**config.mk**
```make
export PLATFORM = sky130hd
export DESIGN_NAME = seg_scan_sched
export DESIGN_NICKNAME = d
export VERILOG_FILES = /design/src/rtl/seg_scan_sched.sv
export SDC_FILE = /design/constraint.sdc
export NUM_CORES = 1
export LEC_CHECK = 0
export ABC_AREA = 0
export CORE_MARGIN = 2
export CORE_UTILIZATION = 45
export DETAILED_ROUTE_END_ITERATION = 7
export GPL_ROUTABILITY_DRIVEN = 0
export GPL_TIMING_DRIVEN = 0
export PLACE_DENSITY = 0.86
export REMOVE_ABC_BUFFERS = 1
export SLEW_MARGIN = 10
export SYNTH_ARGS = -nofsm -noshare
export SYNTH_HDL_FRONTEND = slang
export SYNTH_SLANG_ARGS = --single-unit
export TNS_END_PERCENT = 10
```
**constraint.sdc**
```tcl
create_clock -name clk -period 3.8 [get_ports clk]
set_input_delay 0.38 -clock clk [delete_from_list [all_inputs] [get_ports clk]]
set_output_delay 0.38 -clock clk [all_outputs]
set_load 0.005 [all_outputs]
```
**src/rtl/seg_scan_sched.sv**
```systemverilog
// Round-robin time-multiplexer for a shared 7-segment bus: each unmasked digit
// gets a blanking gap, a one-cycle segment snapshot, then a fixed-length dwell.
module seg_scan_sched #(
  parameter int NUM_DIGITS = 4,
  parameter int DWELL      = 1024,
  parameter int BLANK      = 4
) (
  input  logic                    clk,
  input  logic                    rst,
  input  logic                    enable,
  input  logic [NUM_DIGITS*8-1:0] seg_in,
  input  logic [NUM_DIGITS-1:0]   skip_mask,
  output logic [7:0]              seg_out,
  output logic [NUM_DIGITS-1:0]   dig_en,
  output logic [2:0]              cur_digit,
  output logic                    sample_strobe,
  output logic                    frame_done
);

  localparam int MAXC = (DWELL > BLANK) ? DWELL : BLANK;
  localparam int CW   = $clog2(MAXC) + 1;

  typedef enum logic [1:0] {S_IDLE, S_SELECT, S_BLANK, S_SHOW} state_t;

  state_t                state_q, state_d;
  logic [CW-1:0]         cnt_q, cnt_d;
  logic [2:0]            last_q, last_d;
  logic [2:0]            cur_q, cur_d;
  logic [7:0]            seg_q, seg_d;
  logic [NUM_DIGITS-1:0] dig_q, dig_d;
  logic                  first_q, first_d;

  logic [7:0] seg_arr [8];
  logic [7:0] mask8;
  logic [2:0] pick;
  logic       found;
  logic       all_masked;

  // Pad unused slots as masked so the circular search never lands on them.
  generate
    for (genvar gi = 0; gi < 8; gi++) begin : g_pad
      if (gi < NUM_DIGITS) begin : g_real
        assign seg_arr[gi] = seg_in[8*gi +: 8];
        assign mask8[gi]   = skip_mask[gi];
      end else begin : g_none
        assign seg_arr[gi] = 8'h00;
        assign mask8[gi]   = 1'b1;
      end
    end
  endgenerate

  assign all_masked = &skip_mask;

  // Descending scan so the nearest unmasked index after last_shown wins.
  always_comb begin
    int idx;
    pick  = 3'd0;
    found = 1'b0;
    idx   = 0;
    for (int i = NUM_DIGITS; i >= 1; i--) begin
      idx = int'(last_q) + i;
      if (idx >= NUM_DIGITS) idx = idx - NUM_DIGITS;
      if (!mask8[3'(idx)]) begin
        pick  = 3'(idx);
        found = 1'b1;
      end
    end
  end

  always_comb begin
    state_d = state_q;
    cnt_d   = cnt_q;
    last_d  = last_q;
    cur_d   = cur_q;
    seg_d   = seg_q;
    dig_d   = dig_q;
    first_d = first_q;
    if (!enable) begin
      state_d = S_IDLE;
      seg_d   = 8'h00;
      dig_d   = '0;
      first_d = 1'b1;
    end else begin
      case (state_q)
        S_IDLE: begin
          if (!all_masked) state_d = S_SELECT;
        end
        S_SELECT: begin
          if (found) begin
            cur_d   = pick;
            last_d  = pick;
            cnt_d   = CW'(BLANK);
            first_d = 1'b0;
            state_d = S_BLANK;
          end else begin
            first_d = 1'b1;
            state_d = S_IDLE;
          end
        end
        S_BLANK: begin
          if (cnt_q == CW'(1)) begin
            seg_d   = seg_arr[cur_q];
            dig_d   = {{(NUM_DIGITS-1){1'b0}}, 1'b1} << cur_q;
            cnt_d   = CW'(DWELL);
            state_d = S_SHOW;
          end else begin
            cnt_d = cnt_q - CW'(1);
          end
        end
        S_SHOW: begin
          if (cnt_q == CW'(1)) begin
            seg_d = 8'h00;
            dig_d = '0;
            if (all_masked) begin
              first_d = 1'b1;
              state_d = S_IDLE;
            end else begin
              state_d = S_SELECT;
            end
          end else begin
            cnt_d = cnt_q - CW'(1);
          end
        end
        default: state_d = S_IDLE;
      endcase
    end
  end

  always_ff @(posedge clk or posedge rst) begin
    if (rst) begin
      state_q <= S_IDLE;
      cnt_q   <= '0;
      last_q  <= 3'(NUM_DIGITS - 1);
      cur_q   <= 3'd0;
      seg_q   <= 8'h00;
      dig_q   <= '0;
      first_q <= 1'b1;
    end else begin
      state_q <= state_d;
      cnt_q   <= cnt_d;
      last_q  <= last_d;
      cur_q   <= cur_d;
      seg_q   <= seg_d;
      dig_q   <= dig_d;
      first_q <= first_d;
    end
  end

  assign seg_out       = seg_q;
  assign dig_en        = dig_q;
  assign cur_digit     = cur_q;
  assign sample_strobe = enable && (state_q == S_BLANK) && (cnt_q == CW'(1));
  assign frame_done    = enable && (state_q == S_SELECT) && found && !first_q && (pick <= last_q);

endmodule

```
Yosys cells after proc, flatten, opt, wreduce, memory -nomap -nowiden
Index checks and enable logic that the tools add are counted.
W data, S select, Z words.
{ "word_totals": {"reg_bits": 32, "output_inout_bits": 17, "input_bits": 39, "elab_cells": 106} }
{ "op_classes": {"shift": 1, "bitwise": 1, "magnitude_cmp": 10, "n_eq_ne": 12, "n_mux": 51, "n_reduce_logical": 15, "n_addsub": 9} }
{ "op_table": {"columns": ["cell", "n"], "rows": [
  ["$mux W8", 5],
  ["$mux W11", 3],
  ["$pmux W11 S3", 1],
  ["$bmux W8 S3", 1],
  ["$mux W3", 8],
  ["$lt A3 B5 Y1 const B", 4],
  ["$mux W1", 17],
  ["$ge A4 B3 Y1 const B", 4],
  ["$pmux W8 S2", 1],
  ["$bmux W1 S3", 4],
  ["$mux W4", 3],
  ["$ne A3 B3 Y1 const B", 4],
  ["$reduce_and A3 Y1", 4],
  ["$sub A3 B3 Y3 const B", 4],
  ["$eq A11 B1 Y1 const B", 1],
  ["$sub A11 B1 Y11 const B", 1],
  ["$mux W2", 5],
  ["$add A3 B2 Y4 const B", 2],
  ["$pmux W2 S4", 1],
  ["$pmux W4 S2", 1],
  ["$reduce_and A4 Y1", 2],
  ["$logic_and A1 B1 Y1", 6],
  ["$ne A3 B1 Y1 const B", 2],
  ["$add A3 B1 Y4 const B", 1],
  ["other kinds (12)", 14]
]} }

Longest topological paths before layout
{ "logic_depth": {"depth_word": 13, "mapped_depth": 14, "depth_no_buf": 12} }

Least setup slack after synthesis
No wires, ideal clock.
{ "synth_path": {"path_type": "register to output", "start": "reg last_q[0]", "end": "out frame_done", "n_path_buf": 2, "required_ps": 3420, "arrival_ps": 2875, "setup_slack_ps": 545, "stages_incl_launch_ff": 15, "cell_sequence": "dfstp_2 buf_2 inv_1 ha_1 buf_2 mux4_2 a21o_1 o41a_1 o21a_1 ha_1 inv_1 a21o_1 a21oi_1 a31oi_1 nor3_1"} }
{ "synth_between": {"elab_chain_cells": 13, "word_cells_on_any_way": 40, "classes_between": "add/sub: 8; order compare: 5; mux: 24; reduce/logical: 3"} }
{ "synth_lines": {"columns": ["element", "line", "source"], "rows": [
  ["start: declaration", "27", "logic [2:0] last_q, last_d;"],
  ["start signal: assignment", "133", "last_q <= 3'(NUM_DIGITS - 1);"],
  ["start signal: assignment", "141", "last_q <= last_d;"],
  ["parallel branches: the longest is 12 deep, another holds $add A3 B3 Y4", null, null],
  ["$logic_and A1 B1 Y1 (*)", "153", "assign frame_done = enable && (state_q == S_SELECT) && found && !first_q && (pick <= last_q);"],
  ["end: declaration", "17", "output logic frame_done"]
]} }
Mark *: on every way between the ends. The select of a mux whose other input is x is not followed.

Worst setup path in the final report
Same ends and word-level chain as after synthesis.

==> summary.txt <==
Clock tree
  • Clk pin slew, worst setup/hold paths: roughly 0.07 ns
  • CTS tree: built
  • Root buffer cell: clkbuf_8
  • TritonCTS Sinks: 31
  • Skew-Pair Late Insertion Delay: just under 0.3 ns
  • Cts-stage hold buffer count: 0
  • H-tree Lvls: 2
  • TritonCTS buffer count: 5
  • Clock buffer depth: 2

Cells and area
  • Multi-input logic area: 0.00143 sq mm
  • Core Util, Final: 0.611
  • Register area: between 700 and 800 sq um
  • Area Overhead vs Synth: 33.1%
  • Non-filler instance count after layout: approximately 370
  • Fin nets: roughly 350
  • N_diodes: 0
  • Share of layout cells above drive strength 1: 0.152
  • Fillers: 438

Critical path
  • Critical Path Fanout Max: 5
  • Worst-path cell chain: inv_1 > ha_4 > mux4_2 > a21o_1 > o41a_1 > o21a_1 > ha_1 > inv_1 > a21o_1 > a21oi_1 > a31oi_1 > nor3_1 > dlygate4sd2_1
  • Crit path to: frame_done
  • Worst r2r path cells: 7
  • Worst Setup Start Kind: flip-flop
  • Critical Path Sink Type: output pin
  • Max incr delay on CP: roughly 0.62 ns
  • CP Depth: 13
  • WS Path Type: flip-flop to output pin
  • WP data required: between 3 and 4 ns
  • Critical Path Start: last_q[0]
  • Slowest CP cell: dfstp_4
  • R2R setup slack: ~1.3 ns
  • Top delay family on crit path: compound AO/OA/AOI/OAI gates
  • FF-to-FF Start: last_q[0]
  • Crit path DAT: 3.31 ns
  • Reg2reg end: cnt_q[3]
  • Buffer and inverter count on the worst path: 3

Timing
  • Relative slew slack: 0.362
  • RSZ-0062 raised after global routing: no
  • Hold Fails Final Rpt: 0
  • PnR worst setup slack: between 0.1 and 0.15 ns
  • Setup TNS: 0 ns
  • Min cycle time layout: ~3.7 ns
  • Clock skew: just under 0.008 ns
  • Slew @ Worst Pin: around 0.95 ns
  • Max-slew violation count: 0
  • Crit share post-route: 0.971
  • FMAX: 271 MHz
  • Final setup vio count: 0

Global routing
  • GR Overflow Total: 0
  • First-pass GRT wire length: 9090 microns
  • Vias in the first global route: 2005
  • Global Route Usage Sum: 0.210
  • Largest net degree at the start of global routing: 32
  • Initial antenna violation count: 0

Hold path
  • Worst Hold Class: flip-flop to flip-flop

Yosys
  • Top-count cell post-synth: nand2_1
  • #FFs+latches synth: 31
  • Syn. warnings: 0
  • Sequential cell area fraction in the yosys report: 0.339
  • Mapped Area: approximately 0.0023 sq mm
  • Main combinational cell family by area after synthesis: compound AO/OA/AOI/OAI gates
  • Syn_area_per_cell: roughly 9.3 sq um
  • Top cells by area, synth: dfrtp_1 30%, mux4_2 8.8%, ha_1 6.0%
  • Ys flop type: dfrtp_1
  • Compound-Gate Fraction of Synth Area: 0.251
  • Area fraction of the dominant cell type after synthesis: 0.305
  • Simple-gate share of the synthesized area: 0.181
  • Gate Count Post-Synth: ~250
  • Multiplexer share of the synthesized area: 0.116
  • Fraction of the mapped netlist area in adder cells: 0.0598
  • Netlist cell types: 60
  • Most instantiated cells after synthesis: 35 x nand2_1, 28 x dfrtp_1, 19 x o21ai_0, 14 x inv_1, 12 x nor2_1
  • Async S/R FF share, synth: 1.00
  • Synth area leader: dfrtp_1
  • Post-synth EDFFs: 0
  • Post-synthesis xor/xnor area fraction: 0.00381

Placed design
  • Placed insts: around 360
  • Pre-CTS setup slack: -0.168 ns
  • HPWL after DPL: about 4200 microns
  • Buffers on Ports: 55

Pwr
  • Static Leak: 0.00123 uW
  • Pwr dens: about 260 mW/mm^2
  • Max VDD drop: approximately 0.16 mV

Routing
  • Initial DRC count: 160
  • Antenna viol nets, final: 0
  • Residual DRC: 0
  • Drt first pass iters: 5
  • Routed vias: approximately 2200
  • Drt total wl: between 5000 and 6000 microns
  • WL/cell: 15.8 microns
  • Vias per cell: 5.81

Floorplan
  • Number of placement rows: 26
  • I/O pins: 56
  • Die height: around 75 microns
  • Die Width: around 75 microns
  • Starting density of the core: 0.459
  • Die Area: about 0.0057 sq mm
  • CORE AREA: ~0.0050 sq mm

Job
  • Max-cap check violation count: 0

Status
  • Status: completed
## through the flow
| step | hold slack, ns | power (uW) | area, sq um |
|---|---|---|---|
| final | 0.480 | 802 | 3060 |
| after detailed placement | 0.470 | 464 | 2880 |
| after floorplan | 0.458 | 406 | 2240 |
| after global placement | 0.460 | 460 | 2880 |
| after global routing | 0.508 | 831 | 3060 |
| after CTS | 0.485 | 803 | 3050 |
## repair_timing
action | 4_1_cts | 5_1_grt
buffers inserted | 4 | 1
endpoints found under the setup margin | 1 | 1
pin swaps | 0 | 1
resized for setup | 7 | 1
## cell usage in the layout (no fill, tap or decap), drive strengths merged, types with 3 or more instances in the layout
| cell type | n |
|---|---|
| nor2 | 12 |
| o21a | 7 |
| nand3 | 4 |
| mux2 | 3 |
| clkbuf | 6 |
| a31oi | 6 |
| dfstp | 3 |
| a21oi | 6 |
| nor4 | 3 |
| mux2i | 3 |
| mux4 | 9 |
| and2 | 3 |
| nor2b | 4 |
| o31ai | 7 |
| nand2 | 36 |
| o211ai | 5 |
| buf | 5 |
| o21ai | 19 |
| ha | 11 |
| inv | 14 |
| clkdlybuf4s50 | 54 |
| dfrtp | 28 |
| nor3 | 8 |
## per-layer routing
metal / global-route usage / up-vias / part of all wire
met2: 0.371 / 59 / 0.52
met5: 0 / - / 0
met4: 0.0799 / 0 / 0.014
met3: 0.0489 / 9 / 0.048
met1: 0.246 / 1054 / 0.42
li1: - / 1041 / -
## how the worst min path moves through the flow
stage                    start    endpoint  depth (start not counted)
global route        seg_out[5]  seg_out[5]                          2
global placement    seg_out[6]  seg_out[6]                          2
floorplan            cnt_q[10]   cnt_q[10]                          1
finish              seg_out[5]  seg_out[5]                          2
CTS                 seg_out[5]  seg_out[5]                          2
detailed placement  seg_out[5]  seg_out[5]                          2
## logic make-up (layout without fill, tap and decap cells)
logic type	count (synthesis)	in the layout
AOI/OAI and AO/OA	78	78
xor gates and xnor gates	1	1
adders and majority gates	11	11
buffers and inverters	26	82
DFF	31	31
muxes	15	15
other	1	1
and+or+nand+nor	83	83
## state kept, by name, indices dropped and copies added, names as in the netlist
signal / count
cnt_q: 11
cur_digit: 2
dig_en: 4
first_q: 1
last_q: 3
seg_out: 8
state_q: 2
## worst min-delay path, delay by kind of cell (launching register included)
family,cells,cell delay (ns)
DFF,1,0.34
AOI/OAI and AO/OA,1,0.06
and+or+nand+nor,1,0.04
## final cells by class
| type | instances | area share |
|---|---|---|
| Clock buffer | 6 | 0.0270 |
| Tap cell | 70 | 0.0286 |
| Clock inverter | 2 | 0.0114 |
| Multi-Input combinational cell | 189 | 0.468 |
| Inverter | 14 | 0.0172 |
| Timing Repair Buffer | 60 | 0.192 |
| Sequential cell | 31 | 0.256 |
## report_power, final
part | switching, uW | internal [uW] | leakage [uW]
sequential | 6.35 | 333 | 0.000412
combinational | 59.2 | 62.1 | 0.000759
clock | 129 | 212 | 0.0000612
total | 195 | 607 | 0.00123
(Power assumes the default switching activity.)
